$ cat src/rtl/sram_read_streamer.sv
// rtl/sram_read_streamer.sv - SRAM read sequencer with 2-entry prefetch buffer feeding a valid/ready stream
// Optional feature macro STREAM_REVERSE_EN: stream addresses from base+len-1 down to base.
module sram_read_streamer #(
    parameter int ADDR_W = 8,
    parameter int DATA_W = 32
) (
    input  logic              clk,
    input  logic              rst_n,
    input  logic              start,
    input  logic [ADDR_W-1:0] base,
    input  logic [ADDR_W:0]   len,
    output logic              busy,
    output logic              done,
    output logic              sram_en,
    output logic              sram_wen,
    output logic [ADDR_W-1:0] sram_addr,
    input  logic [DATA_W-1:0] sram_q,
    output logic              out_valid,
    input  logic              out_ready,
    output logic [DATA_W-1:0] out_data,
    output logic              out_last
);

    typedef enum logic [1:0] {IDLE, RUN, FLUSH} state_t;

    localparam logic [ADDR_W-1:0] ADDR_ONE = 1;
    localparam logic [ADDR_W:0]   CNT_ONE  = 1;

    state_t              state, state_next;
    logic [ADDR_W-1:0]   ptr, addr_hold, start_ptr, ptr_next;
    logic [ADDR_W:0]     issue_cnt, rem_cnt;
    logic                inflight;
    logic [DATA_W-1:0]   buf_data [2];
    logic                rd_idx, wr_idx;
    logic [1:0]          count, occ;
    logic                accept, issue, push, pop, done_set;

`ifdef STREAM_REVERSE_EN
    assign start_ptr = base + len[ADDR_W-1:0] - ADDR_ONE;
    assign ptr_next  = ptr - ADDR_ONE;
`else
    assign start_ptr = base;
    assign ptr_next  = ptr + ADDR_ONE;
`endif

    assign out_valid = (count != 2'd0);
    assign out_data  = buf_data[rd_idx];
    assign out_last  = out_valid && (rem_cnt == CNT_ONE);
    assign pop       = out_valid && out_ready;
    assign push      = inflight;
    assign busy      = (state != IDLE);
    assign sram_wen  = 1'b1;
    assign sram_en   = issue;
    assign sram_addr = issue ? ptr : addr_hold;

    // A word leaving this cycle frees its slot in time for the new read, which keeps one word per cycle.
    assign occ = count - {1'b0, pop} + {1'b0, inflight};

    always_comb begin
        state_next = state;
        accept     = 1'b0;
        issue      = 1'b0;
        done_set   = 1'b0;
        case (state)
            IDLE: begin
                if (start) begin
                    if (len != '0) begin
                        accept     = 1'b1;
                        state_next = RUN;
                    end else begin
                        done_set = 1'b1;
                    end
                end
            end
            RUN: begin
                issue = (issue_cnt != '0) && (occ < 2'd2);
                if (issue && issue_cnt == CNT_ONE)
                    state_next = FLUSH;
            end
            FLUSH: begin
                if (pop && out_last) begin
                    done_set   = 1'b1;
                    state_next = IDLE;
                end
            end
            default: state_next = IDLE;
        endcase
    end

    always_ff @(posedge clk or negedge rst_n) begin
        if (!rst_n) begin
            state       <= IDLE;
            ptr         <= '0;
            addr_hold   <= '0;
            issue_cnt   <= '0;
            rem_cnt     <= '0;
            inflight    <= 1'b0;
            rd_idx      <= 1'b0;
            wr_idx      <= 1'b0;
            count       <= 2'd0;
            done        <= 1'b0;
            buf_data[0] <= '0;
            buf_data[1] <= '0;
        end else begin
            state    <= state_next;
            done     <= done_set;
            inflight <= issue;
            if (accept) begin
                ptr       <= start_ptr;
                issue_cnt <= len;
                rem_cnt   <= len;
            end else begin
                if (issue) begin
                    ptr       <= ptr_next;
                    addr_hold <= ptr;
                    issue_cnt <= issue_cnt - CNT_ONE;
                end
                if (pop)
                    rem_cnt <= rem_cnt - CNT_ONE;
            end
            if (push) begin
                buf_data[wr_idx] <= sram_q;
                wr_idx           <= ~wr_idx;
            end
            if (pop)
                rd_idx <= ~rd_idx;
            count <= count + {1'b0, push} - {1'b0, pop};
        end
    end

endmodule

$ cat config.mk
export PLATFORM = sky130hd
export DESIGN_NAME = sram_read_streamer
export DESIGN_NICKNAME = d
export VERILOG_FILES = /design/src/rtl/sram_read_streamer.sv
export SDC_FILE = /design/constraint.sdc
export NUM_CORES = 1
export LEC_CHECK = 0
export CELL_PAD_IN_SITES_DETAIL_PLACEMENT = 0
export CELL_PAD_IN_SITES_GLOBAL_PLACEMENT = 1
export CORE_ASPECT_RATIO = 2
export CORE_MARGIN = 3
export CORE_UTILIZATION = 30
export CTS_CLUSTER_SIZE = 40
export DETAILED_ROUTE_END_ITERATION = 8
export GPL_TIMING_DRIVEN = 0
export PLACE_DENSITY_LB_ADDON = 0.1
export SYNTH_ARGS = -nofsm -noshare
export SYNTH_HDL_FRONTEND = slang
export SYNTH_SLANG_ARGS = --single-unit
$ cat constraint.sdc
create_clock -name clk -period 4.4 [get_ports clk]
set_input_delay 1.1 -clock clk [delete_from_list [all_inputs] [get_ports clk]]
set_output_delay 1.1 -clock clk [all_outputs]
set_load 0.01 [all_outputs]
Word-level counts from Yosys, hierarchy flattened. Cells that the tools add are included. Widths: inputs -> output; s select.

$add $sub $neg: 7. Order comparisons: 4. Equal/unequal tests: 8. Mux-type cells: 26. Bitwise logic cells: 4. Reduce and logical (&&, ||, !) cells: 14.

Operator list (number): $mux 32 (4); $bwmux 64 (1); $mux 9 (4); $demux 32 s1 (1); $mux 8 (3); $eq 9x1->1 const B (2); $reduce_bool 9->1 (2); $sub 9x1->9 const B (2); $add 8x1->8 const B (1); $mux 2 (4); $ne 2x2->1 const B (4); $reduce_bool 2->1 (4); $mux 1 (7); $logic_and 1x1->1 (6); $pmux 2 s3 (1); $add 2x1->2 (2); $ge 2x2->1 const B (2); $not 1->2 (2); $reduce_and 4->1 (1); $sub 2x1->2 (2); $eq 2x1->1 const B (1); $eq 2x2->1 const B (1); $logic_not 2->1 (1); $lt 2x1->1 const B (1); 3 further kinds (4).

Bits in registers: 106. Bits of input ports: 53. Output and inout port bits: 46. Logic and storage cells: 75.

Logic depth before layout (Yosys ltp). Gate-level depths: netlist of the first run.

Depth after elaboration: 9. Depth in mapped cells: 11. Mapped depth without buffers: 10.

Worst setup path before layout of the first run. Ideal clock, no wire load.

Kind: input port to output port. Start point: in out_ready. End point: out sram_addr[7]. Arrival: 3.179 ns. Data required time: 3.300 ns. Path slack: 0.121 ns. Cell stages on the path: 10. Buffers on the path: 0. Cells stage by stage: o21ai_0 inv_1 ha_1 inv_1 ha_1 xor3_2 nor2_2 nand2_2 inv_1 mux2_2.

Word-level cells in the longest chain between the ends: 7.

Ends and longest elaborated chain: start, declared (RTL line 19) `input logic out_ready,`; $logic_and 1x1->1 (RTL line 49) `assign pop = out_valid && out_ready;`; named net pop (RTL line 36) `logic accept, issue, push, pop, done_set;`; $sub 2x1->2 (RTL line 57) `assign occ = count - {1'b0, pop} + {1'b0, inflight};`; $add 2x1->2 (RTL line 57); named net occ[1] (RTL line 35) `logic [1:0] count, occ;`; $lt 2x2->1 (RTL line 76) `issue = (issue_cnt != '0) && (occ < 2'd2);`; $logic_and 1x1->1 (RTL line 76); $mux 1 (RTL line 64) `case (state)`; named net sram_en (RTL line 14) `output logic sram_en,`; $mux 8; end, declared (RTL line 16) `output logic [ADDR_W-1:0] sram_addr,`.

The timed path passes the listed nets, and every way through them passes these cells.

Worst setup path after layout of the first run.
Start point: in out_ready. End point: out sram_addr[0].

Word-level cells in the longest chain between the ends: 7.

Ends and longest elaborated chain (RTL line): $logic_and 1x1->1 (49); named net pop (36); $sub 2x1->2 (57); $add 2x1->2 (57); named net occ[1] (35); $lt 2x2->1 (76); $logic_and 1x1->1 (76); $mux 1 (64); $mux 8.

The timed path passes the listed nets, and every way through them passes these cells.

==> run metrics, run 1 <==
CP max FO 5; initial core utilization 0.3063; initial antenna violation count 0; Syn Area/Cell roughly 12 sq um; per-cell routed wire length approximately 19 microns; clock slew at reported path FFs roughly 70 ps; Placed Instances 726; pins over their slew limit 0; n_diodes 0; Starting DRT DRC Count between 60 and 70; Die X about 99 microns; pin count of the biggest net entering global routing 65; worst slew pin tran 1276 ps; DR vias around 3,700; Critical Path Slowest Stage Cell mux2_2; worst rel slew slack 0.1478; final setup fails 0; WHS 489.4 ps; Final Power approximately 6000 uW; Top FF cell, synth dfrtp_1; Worst setup endpoint sram_addr[0]; Num Clock Sinks roughly 110; CTS root buf clkbuf_16; ys async rst share 1.000; Nets around 600; hold buffers post-CTS 0; Post-Syn Area ~0.0051 sq mm; EDFF count, synth 0; Die Footprint 0.01882 sq mm; antenna-violating nets left 0; final-report hold violation count 0; status finished, final reports clean; Cell variety after synth between 50 and 60; clock latency on the worst-skew pair between 300 and 400 ps; WP data arrival between 3000 and 4000 ps; filler instances between 1,500 and 2,000; Worst R2R Path Depth 7; Layout area overhead 32.26%; final wirelength roughly 14,000 microns; CTS tree built; WHS Path Cells 2; RSZ-0062 raised after global routing no; Leakage between 0.002 and 0.003 uW; layout cells sized above 1 0.2928; final setup TNS 0 ps; Boundary Pins 99; Post-Syn Instances 421; reg2reg end ptr[4]$_DFFE_PN0P_; reg2reg start issue_cnt[0]$_DFFE_PN0P_; vias per cell roughly 5; CP Launch Point out_ready; DP Area about 0.0064 sq mm; minimum clock period 4237 ps; WP data required 3300 ps; Routability Congestion approximately 0.76; HPWL after DPL roughly 11,000 microns; global-route wire length before repair ~22,000 microns; total gr overflow 0; Cell Pwr Density 895.6 mW/mm^2; commonest non-fill, non-tap cell in the layout dfrtp_1; drt pass-1 iters 4; Clock Skews approximately 7.2 ps; CTS Buf Count 9; core area about 0.017 sq mm; post-synthesis sequential area ratio 0.5166; Worst setup EP type primary output; I/O Buffers 97; # H-tree levels 3; chip height around 190 microns; CP cell instances dlygate4sd2_1 > o21ai_4 > inv_4 > ha_1 > inv_1 > ha_1 > xor3_2 > nor2_4 > nand2_4 > mux2_2 > dlygate4sd2_1; syn nets 482; Tcrit/Tclk final 0.9629; Remaining DRCs 0; Total GRT Usage 0.1537; post-synthesis register bit count 106; max incr delay on CP 300 ps; Reg2Reg Setup Slack around 1800 ps; Setup CP Type in -> out; row count 67; Syn. warnings 0; Peak Freq roughly 240 MHz; CTS Buffer Depth 2; most frequent cells in the layout dfrtp_1, mux2_2, clkdlybuf4s50_1; Final Non-Filler Cells 750; Final Instance Area ~0.0068 sq mm; maximum vdd drop ~0.40 mV; vias in the first global route about 4,000; CP startpoint kind input port; max_cap viols 0; Worst Hold Class reg -> reg
-- flip-flops by register name, summed over array words and instances, names as in the netlist --
name / count
count: 2
rd_idx: 1
inflight: 1
ptr: 8
rem_cnt: 9
issue_cnt: 9
buf_data: 64
wr_idx: 1
done: 1
addr_hold: 8
state: 2
-- how the worst min path moves through the flow --
stage                                   from                       end  slack [ps]
global route        buf_data[20]$_DFFE_PN0P_  buf_data[20]$_DFFE_PN0P_         520
detailed placement        wr_idx$_DFFE_PN0P_        wr_idx$_DFFE_PN0P_         480
CTS                       wr_idx$_DFFE_PN0P_        wr_idx$_DFFE_PN0P_         500
floorplan                 wr_idx$_DFFE_PN0P_        wr_idx$_DFFE_PN0P_         460
global placement          wr_idx$_DFFE_PN0P_        wr_idx$_DFFE_PN0P_         480
finish              addr_hold[5]$_DFFE_PN0N_  addr_hold[5]$_DFFE_PN0N_         490
-- through the flow --
stage / util / worst slack (ps)
final: 0.4051 / 163.2
after global routing: 0.4051 / 36.78
after CTS: 0.4051 / 3.052
after detailed placement: 0.3811 / -1305
after global placement: 0.3796 / -2028
after floorplan: - / 121.4
-- final cells by class --
class                           instances  area (sq um)  area share
Buffer                                 20         98.84     0.01455
Clock buffer                           11         232.7     0.03427
Clock inverter                          5         102.6     0.01511
Inverter                               18         75.07     0.01105
Multi-Input combinational cell        276          2342      0.3449
Sequential cell                       106          2653      0.3906
Tap cell                              207         259.0     0.03814
Timing Repair Buffer                  107          1028      0.1514
-- Yosys cell counts, types with 4 or more instances --
cell type,instances,area (sq um)
buf_1,6,22.52
ha_1,8,100.1
a21oi_1,5,25.02
xnor2_1,7,61.31
or2_2,4,25.02
nor3_1,10,50.05
dfrtp_1,106,2653
or3_1,4,25.02
nor4_1,6,37.54
mux2_2,104,1171
inv_1,18,67.56
o311ai_0,4,35.03
nand2_1,16,60.06
o211ai_1,4,30.03
a31oi_1,6,37.54
o21ai_0,27,135.1
nand3_1,8,40.04
clkbuf_1,10,37.54
nor2_1,9,33.78
-- per-layer routing --
metal	global-route usage	share of wire	wire length, microns	vias up
li1	-	-	-	1773
met1	0.1544	0.36	5013	1868
met2	0.3015	0.58	8093	91
met3	0.03068	0.035	483	17
met4	0.06049	0.027	375	0
met5	0	0	0	-
-- repair_timing --
item                                    in CTS  in global routing
resized for setup                           52                  0
endpoints found under the setup margin       9                  8
setup buffers                                9                  0
pin swaps                                    3                  2
cloned                                       0                  0
-- worst max-delay path: cells and delay by family --
kind	cells	cell delay [ps]
xor+xnor	1	290
simple gates	2	300
compound gates	1	90
mux	1	300
fa+ha+maj	2	400
buf+inv	4	660
-- power breakdown --
group	internal (uW)	total [uW]	switching (uW)
combinational	1820	3360	1540
clock	556	912	356
sequential	1490	1810	326
total	3860	6080	2220
-- cells by family after synthesis --
group / count (synthesis) / share of synthesized area
compound gates: 71 / 0.09455
other cells: 1 / 0.0007303
buf+inv: 39 / 0.03143
fa+ha+maj: 8 / 0.01949
flops: 106 / 0.5166
simple gates: 81 / 0.08723
xor+xnor: 11 / 0.02193
mux: 104 / 0.2281
Note: power is estimated with default switching activity, not from simulation.
==> run 2: changes to the inputs <==
- REMOVE_ABC_BUFFERS: not set -> 1
- clock period: 4.4 -> 3.55 ns (I/O delays scaled with it)
==> run 2 against run 1 <==
  * Highest routed layer unchanged
  * Cell area up 1.7%
  * Hold slack got worse by 1.7 ps
  * Via count increased by 0.69%
  * Die area stayed put
  * First-iteration DRC count increased by 4.5%
  * Register-to-register slack worse by 850 ps
  * Power up 29%
  * Flip-flop and latch count is the same
  * The run now ends with setup timing left
  * Combinational power up 36%
  * Count of clock-buffer cells in the layout down 2
  * Sequential share of layout area fell by 0.63 points
  * Clock power up 3.8%
==> run metrics, run 2 (synthesis gave the netlist of run 1 again) <==
per-cell routed wire length 18.36 microns (was 18.62 microns); antenna-violating nets left 0 (unchanged); WP data arrival 2690 ps (was 3140 ps); final wirelength 13,570 microns (was 13,970 microns); initial core utilization 0.3063 (unchanged); Worst setup EP type primary output (unchanged); CTS tree built (unchanged); layout cells sized above 1 0.3459 (was 0.2928); CTS Buf Count 9 (unchanged); Logic pwr share 0.579 (was 0.552); sw power 2914 uW (was 2221 uW); n_diodes 0 (unchanged); violated checks setup timing; Worst Hold Class reg -> reg (unchanged); CP max FO 5 (unchanged); biggest regs buf_data x64, issue_cnt x9, rem_cnt x9 (unchanged); core area 0.01677 sq mm (unchanged); Remaining DRCs 0 (unchanged); final setup fails 3 (was 0); DR vias 3,775 (was 3,749); final-report hold violation count 0 (unchanged); minimum clock period roughly 3600 ps; max_cap viols 0 (unchanged); clock latency on the worst-skew pair 340 ps (was 350 ps); final setup margin -29.18 ps (was 163.2 ps); Total GRT Usage 0.1492 (was 0.1537); CTS root buf clkbuf_16 (unchanged); Worst R2R Path Depth 12 (was 7); hold buffers post-CTS 0 (unchanged); vias per cell 5.108 (was 4.999); Starting DRT DRC Count 69 (was 66); Clock Skews 7.764 ps (was 7.164 ps); initial antenna violation count 0 (unchanged); Largest register FFs 64 (unchanged); Tcrit/Tclk final 1.008; CP startpoint kind input port (unchanged); vias in the first global route 4,128 (was 4,005); sw frac 0.3703 (was 0.3652); Leakage 0.002797 uW (was 0.002744 uW); maximum vdd drop 0.9447 mV (was 0.3982 mV); RSZ-0062 raised after global routing yes (was no); pin count of the biggest net entering global routing 69 (was 65); worst rel slew slack 0.1939 (was 0.1478); WP data required 2660 ps (was 3300 ps); Cell Pwr Density 1139 mW/mm^2 (was 895.6 mW/mm^2); # H-tree levels 3 (unchanged); row count 67 (unchanged); most frequent cells in the layout dfrtp_1, mux2_2, clkdlybuf4s50_1 (unchanged); global-route wire length before repair 22,190 microns (was 22,310 microns); HPWL after DPL 9431 microns (was 10,610 microns); Top reg by flops buf_data (unchanged); drt pass-1 iters 4 (unchanged); I/O Buffers 97 (unchanged); CTS Buffer Depth 2 (unchanged); commonest non-fill, non-tap cell in the layout dfrtp_1 (unchanged); power share of the clock group 0.120 (was 0.150); Final Power 7870 uW (was 6082 uW); Layout area overhead 34.50% (was 32.26%); Placed Instances 706 (was 726); Flop pwr share 0.300 (was 0.298); post-layout util 0.4119 (was 0.4051); Die Footprint 0.01882 sq mm (unchanged); WHS Path Cells 2 (unchanged); status finished, violations left (was finished, final reports clean); Int Pwr 4956 uW (was 3861 uW); Routability Congestion 0.7828 (was 0.7635); total gr overflow 0 (unchanged); Setup CP Type in -> out (unchanged); Die X 98.51 microns (unchanged); Num Clock Sinks 106 (unchanged); pins over their slew limit 0 (unchanged); Nets 589 (was 599); clock slew at reported path FFs 80 ps (was 70 ps); worst slew pin tran 1206 ps (was 1276 ps); Boundary Pins 99 (unchanged); Final Non-Filler Cells 739 (was 750); Peak Freq approximately 280 MHz; chip height 191.0 microns (unchanged)
## run 2: changes by cell type in the layout (fill, tap and decap cells not counted), moves of 3 or more
cell	before	now
buf_2	9	4
clkbuf_1	11	0
mux2_2	104	101
buf_6	2	6
o21ai_2	0	5
buf_1	6	0
bufinv_16	3	0
dlygate4sd2_1	3	0
o21ai_1	6	1
buf_4	10	15
mux2_4	0	3
## run 2: final cells by class
cell class              instances  area (sq um)
clock buffers                   9         225.2
clock inverters                 6         51.30
fillers                      1649          9859
inverters                      18         77.57
multi-input cells             276          2445
flip-flops and latches        106          2654
well taps                     207         259.0
repair buffers                117          1195
## run 2: critical path: stages
cell and delay, ps:
buf_8 100, o21ai_4 50, inv_2 70, ha_4 270, inv_4 30, ha_4 140
xor3_2 270, nor2_4 210, nand2_8 100, buf_12 140, mux2_4 290, buf_6 120
## run 2: worst paths after layout
check | slack [ps] | endpoint | startpoint
setup / recovery | -30 | sram_addr[3] | out_ready
hold / removal | 490 | addr_hold[4]$_DFFE_PN0N_ | addr_hold[4]$_DFFE_PN0N_
setup reg to reg | 910 | addr_hold[3]$_DFFE_PN0N_ | count[1]$_DFF_PN0_
hold reg to reg | 490 | addr_hold[4]$_DFFE_PN0N_ | addr_hold[4]$_DFFE_PN0N_
max in group asynchronous | 2290 | ptr[7]$_DFFE_PN0P_ | rst_n
min in group asynchronous | 520 | buf_data[1]$_DFFE_PN0P_ | rst_n
## run 2: routing by layer
layer,up-vias,wire (microns),GRT usage
met3,16,454,0.02885
met4,0,382,0.05681
met5,-,0,0
met1,1901,5226,0.1675
met2,91,7502,0.2744
li1,1767,-,-
## run 2: stage by stage
step	hold slack (ps)	instance area [sq um]	setup WS (ps)	setup TNS [ps]
6_report	487.8	6907	-29.18	-58.98
5_1_grt	512.5	6907	-86.49	-260.7
4_1_cts	492.8	6862	-148.0	-535.6
3_5_place_dp	489.8	6335	-2287	-32010
3_3_place_gp	480.1	6271	-2623	-307980
2_1_floorplan	463.3	5041	-607.3	-3164
## run 2: timing repair
| action | CTS | global route |
|---|---|---|
| setup buffers | 16 | 1 |
| resized for setup | 77 | 8 |
| setup endpoints to repair | 30 | 14 |
| cloned | 1 | 0 |
| pin swaps | 8 | 3 |
## run 2: power by group through the flow
stage	clock network (uW)	logic [uW]	registers (uW)
final	947	4560	2360
after global routing	1060	4950	2460
after CTS	998	4580	2370
after detailed placement	0	3850	2380
after global placement	0	3790	2330
after floorplan	0	2350	2190
